<file path="config.mk">
export PLATFORM = sky130hd
export DESIGN_NAME = serial_pattern_tx
export DESIGN_NICKNAME = d
export VERILOG_FILES = /design/src/rtl/serial_pattern_tx.sv
export SDC_FILE = /design/constraint.sdc
export NUM_CORES = 1
export LEC_CHECK = 0
export CELL_PAD_IN_SITES_DETAIL_PLACEMENT = 0
export CELL_PAD_IN_SITES_GLOBAL_PLACEMENT = 2
export CORE_MARGIN = 2
export CORE_UTILIZATION = 35
export CTS_CLUSTER_SIZE = 30
export DETAILED_ROUTE_END_ITERATION = 7
export PLACE_DENSITY = 0.81
export SLEW_MARGIN = 20
export SYNTH_ARGS = -nofsm -noshare
export SYNTH_HDL_FRONTEND = slang
export SYNTH_SLANG_ARGS = --single-unit
</file>
<file path="constraint.sdc">
create_clock -name clk -period 5.2 [get_ports clk]
set_clock_uncertainty 0.2 [all_clocks]
set_input_delay 1.56 -clock clk [delete_from_list [all_inputs] [get_ports clk]]
set_output_delay 1.56 -clock clk [all_outputs]
set_load 0.1 [all_outputs]
</file>
<file path="src/rtl/serial_pattern_tx.sv">
// Serializes an 8-bit word MSB first on a registered line, followed by GAP_BITS zero bits.
// Define SERIAL_PATTERN_TX_PREAMBLE_EN to prefix every frame with the preamble 1101.
module serial_pattern_tx #(
    parameter int CLK_DIV  = 1,
    parameter int GAP_BITS = 2
) (
    input  logic       clk,
    input  logic       rst_n,
    input  logic       tx_valid,
    input  logic [7:0] tx_data,
    output logic       tx_ready,
    output logic       serial_out,
    output logic       bit_strobe,
    output logic       busy,
    output logic       frame_done
);

    // A divider of 0 is treated as 1 so every bit still lasts at least one clock.
    localparam int         DIV_EFF    = (CLK_DIV < 1) ? 1 : CLK_DIV;
    localparam logic [7:0] DIV_RELOAD = 8'(DIV_EFF - 1);
    localparam bit         HAS_GAP    = (GAP_BITS > 0);
    localparam logic [3:0] GAP_LAST   = (GAP_BITS > 0) ? 4'(GAP_BITS - 1) : 4'd0;

`ifdef SERIAL_PATTERN_TX_PREAMBLE_EN
    localparam logic [3:0] PREAMBLE_SEQ = 4'b1011;
    typedef enum logic [1:0] {IDLE = 2'd0, PREAMBLE = 2'd1, DATA = 2'd2, GAP = 2'd3} state_t;
`else
    typedef enum logic [1:0] {IDLE = 2'd0, DATA = 2'd2, GAP = 2'd3} state_t;
`endif

    state_t     state, state_n;
    logic [7:0] div_cnt, div_n;
    logic [3:0] bit_cnt, bit_n;
    logic [7:0] shift_reg, shift_n;
    logic       serial_n, strobe_n, done_n, last_bit, bit_end;

    always_ff @(posedge clk or negedge rst_n) begin
        if (!rst_n) begin
            state      <= IDLE;
            div_cnt    <= 8'd0;
            bit_cnt    <= 4'd0;
            shift_reg  <= 8'd0;
            serial_out <= 1'b0;
            bit_strobe <= 1'b0;
            frame_done <= 1'b0;
            busy       <= 1'b0;
            tx_ready   <= 1'b0;
        end else begin
            state      <= state_n;
            div_cnt    <= div_n;
            bit_cnt    <= bit_n;
            shift_reg  <= shift_n;
            serial_out <= serial_n;
            bit_strobe <= strobe_n;
            frame_done <= done_n;
            busy       <= (state_n != IDLE);
            tx_ready   <= (state_n == IDLE);
        end
    end

    // Next values describe the cycle about to start, so every output is a plain flop.
    always_comb begin
        state_n  = state;
        div_n    = div_cnt;
        bit_n    = bit_cnt;
        shift_n  = shift_reg;
        serial_n = serial_out;
        strobe_n = 1'b0;
        bit_end  = (div_cnt == 8'd0);
        case (state)
            IDLE: begin
                serial_n = 1'b0;
                div_n    = 8'd0;
                bit_n    = 4'd0;
                if (tx_valid && tx_ready) begin
                    div_n    = DIV_RELOAD;
                    strobe_n = 1'b1;
`ifdef SERIAL_PATTERN_TX_PREAMBLE_EN
                    state_n  = PREAMBLE;
                    serial_n = PREAMBLE_SEQ[0];
                    shift_n  = tx_data;
`else
                    state_n  = DATA;
                    serial_n = tx_data[7];
                    shift_n  = {tx_data[6:0], 1'b0};
`endif
                end
            end
`ifdef SERIAL_PATTERN_TX_PREAMBLE_EN
            PREAMBLE: begin
                if (!bit_end) begin
                    div_n = div_cnt - 8'd1;
                end else begin
                    div_n    = DIV_RELOAD;
                    strobe_n = 1'b1;
                    if (bit_cnt == 4'd3) begin
                        state_n  = DATA;
                        bit_n    = 4'd0;
                        serial_n = shift_reg[7];
                        shift_n  = {shift_reg[6:0], 1'b0};
                    end else begin
                        bit_n    = bit_cnt + 4'd1;
                        serial_n = PREAMBLE_SEQ[bit_n[1:0]];
                    end
                end
            end
`endif
            DATA: begin
                if (!bit_end) begin
                    div_n = div_cnt - 8'd1;
                end else if (bit_cnt != 4'd7) begin
                    div_n    = DIV_RELOAD;
                    strobe_n = 1'b1;
                    bit_n    = bit_cnt + 4'd1;
                    serial_n = shift_reg[7];
                    shift_n  = {shift_reg[6:0], 1'b0};
                end else if (HAS_GAP) begin
                    state_n  = GAP;
                    div_n    = DIV_RELOAD;
                    strobe_n = 1'b1;
                    bit_n    = 4'd0;
                    serial_n = 1'b0;
                end else begin
                    state_n  = IDLE;
                    div_n    = 8'd0;
                    bit_n    = 4'd0;
                    serial_n = 1'b0;
                end
            end
            GAP: begin
                serial_n = 1'b0;
                if (!bit_end) begin
                    div_n = div_cnt - 8'd1;
                end else if (bit_cnt == GAP_LAST) begin
                    state_n = IDLE;
                    div_n   = 8'd0;
                    bit_n   = 4'd0;
                end else begin
                    div_n    = DIV_RELOAD;
                    strobe_n = 1'b1;
                    bit_n    = bit_cnt + 4'd1;
                end
            end
            default: begin
                state_n  = IDLE;
                serial_n = 1'b0;
                div_n    = 8'd0;
                bit_n    = 4'd0;
            end
        endcase
        last_bit = ((state_n == GAP) && (bit_n == GAP_LAST)) ||
                   (!HAS_GAP && (state_n == DATA) && (bit_n == 4'd7));
        done_n   = last_bit && (div_n == 8'd0);
    end

endmodule

</file>
==> results.txt <==
worst vdd ir: 0.000250 V
initial antenna violation count: 0
first-pass GRT wire length: 4890 um
register area share after synthesis: 0.478
crit path cell chain: clkdlybuf4s50_1
Resize count post-CTS: 0
worst r2r dst: shift_reg[1]
Mapped Cells: 135
Post-CTS Setup Bufs: 0
Final setup viols: 0
Fill cells: 373
yosys warns: 0
WS Path Type: reg -> out
Final min period: 3.53 ns
Largest register FFs: 8
Mapped Nets: 149
Die Footprint: 4400 um2
worst hold path class: reg -> reg
Area contributors post-synth: dfrtp_1, nor2_1, mux2i_1
clock root buffer: clkbuf_8
Post-Syn Area: 1360 um2
worst slew pin tran: 0.971 ns
CP max stage delay: 1.14 ns
CP Data Required Time: 3.44 ns
CTS tree: yes
Fin Setup TNS: 0 ns
via/cell ratio: 5.26
number of CTS-inserted buffers: 3
area share of the largest cell type after synthesis: 0.478
FF-to-FF path depth: 4
die width: 66.4 um
residual DRC count: 0
total global-route track usage: 0.147
Critical Path Source Type: register
Yosys cell types: 43
critical path endpoint category: primary output
CP top delay family: buffers and inverters
Routed Antenna Nets: 0
DRT iter0 DRCs: 29
Routed WL: 2820 um
RR Startpoint: state[1]
hold path cells: 2
register bit total from synthesis: 26
leakage: 0.756 nW
prevailing post-synth register cell: dfrtp_1
Row Count: 22
Util after Layout: 0.438
core area: 3690 um2
Post-Layout Cell Count: 198
largest net degree at the start of global routing: 27
Crit-path slowest cell: clkdlybuf4s50_1
Commonest cells post-synth: dfrtp_1, nor2_1, a21oi_1, inv_1
Clock Path Buffers: 2
Max Cap Viol: 0
Clk Latency, worst-skew pair: 0.27 ns
data arrival time of the worst path: 1.77 ns
Post-DP HPWL: 2020 um
synthesis-to-finish area growth: 18.7%
I/O Buffers: 15
clock-pin slew on the worst setup and hold paths: 0.09 ns
Final Cycle Share: 0.678
Avg Inst Size Synth: 10.1 um2
max-slew violations: 0
worst-path maximum fanout: 2
WHS Endpoint: shift_reg[7]
Sink Count: 26
vias in the first global route: 997
DRT Pass-1 Iters: 4
via count: 1,041
DR WL/cell: 14.2 um
Final Wtd Congestion: 0.803
Worst slew margin: 0.350
Antenna Cells: 0
Reg2Reg Setup Slack: 2.77 ns
CTS Hold Bufs: 0
fin nets: 165
ys async rst share: 1.00
H-tree levels: 1
layout cells sized above 1: 0.100
Design Power: 937 uW
min-delay src: shift_reg[7]
height of the chip: 66.4 um
global route overflow: 0
status: complete, no violations
final hold vios: 0
initial cell density of the core: 0.369
I/O pin count: 16
post-synth top area cell: dfrtp_1
placed cells: 194
most common cell in the synthesized netlist: dfrtp_1
Buf/Inv on CP: 1
FMAX: 283 MHz
Power Density: 580 nW/um2
RSZ-0062 raised after global routing: false
EDFF count, synth: 0
==> kinds of logic (layout without fill, tap and decap cells) <==
kind of cell | after synthesis | after routing | synth area share
fa+ha+maj | 3 | 3 | 0.0276
simple gates | 51 | 51 | 0.227
xor+xnor | 3 | 3 | 0.0193
compound gates | 30 | 30 | 0.139
mux | 8 | 8 | 0.0597
flops | 26 | 26 | 0.478
buf+inv | 14 | 29 | 0.0496
==> layout by cell type (no fill, tap or decap), types with 2 or more instances in the layout <==
cell / Yosys / layout
o21ai_0: 4 / 4
inv_1: 9 / 9
nor2_1: 19 / 19
and4bb_2: 2 / 2
nand3_1: 2 / 2
nand2_1: 7 / 7
mux2i_1: 7 / 7
ha_1: 3 / 3
a211oi_1: 2 / 2
dfrtp_1: 26 / 26
or4_1: 2 / 2
a21oi_1: 13 / 13
nand3b_1: 3 / 3
xnor2_1: 3 / 3
nor3_1: 3 / 3
o2111ai_1: 2 / 2
clkdlybuf4s50_1: 0 / 15
clkbuf_8: 0 / 3
==> worst reg2reg max path: cells and delay by family (launching register included) <==
kind             cells  cell delay, ns
flip-flops           1            0.54
AO/OA/AOI/OAI        3            0.78
AND/OR/NAND/NOR      1            0.78
==> how the worst max path moves through the flow <==
| stage | endpoint | slack, ns | from | cells after the start |
|---|---|---|---|---|
| final | tx_ready | 1.67 | tx_ready | 1 |
| after global routing | serial_out | 1.62 | serial_out | 1 |
| after CTS | tx_ready | 1.66 | tx_ready | 1 |
| after detailed placement | frame_done | 1.79 | tx_valid | 6 |
| after global placement | frame_done | 1.83 | tx_valid | 6 |
| after floorplan | frame_done | 2.51 | tx_valid | 5 |
==> report_power, final <==
group          total (mW)  internal [mW]  switching [mW]
combinational       0.444          0.157           0.287
sequential          0.328          0.266          0.0616
clock               0.165          0.103          0.0622
total               0.937          0.526           0.411
==> area by class of cell <==
type	count	area [um2]	area share
timing repair buffer	16	158	0.0975
inverter	9	33.8	0.0209
multi-input combinational	95	643	0.398
clock buffer	3	41.3	0.0255
sequential	26	651	0.402
tap	48	60.1	0.0372
clock inverter	1	30.0	0.0186
==> per-layer routing <==
layer | wire, um | GRT usage | share of wire
met1 | 1390 | 0.202 | 0.49
met2 | 1300 | 0.236 | 0.46
met3 | 86 | 0.0204 | 0.031
met4 | 40 | 0.0536 | 0.014
met5 | 0 | 0 | 0
==> through the flow <==
step	setup slack (ns)	hold WS [ns]	instance area, um2
after CTS	1.66	0.332	1620
after floorplan	2.51	0.263	1360
after global placement	1.83	0.307	1550
after detailed placement	1.79	0.317	1550
final	1.67	0.333	1620
after global routing	1.62	0.374	1620
No activity file was read; power rests on OpenSTA's default activity.
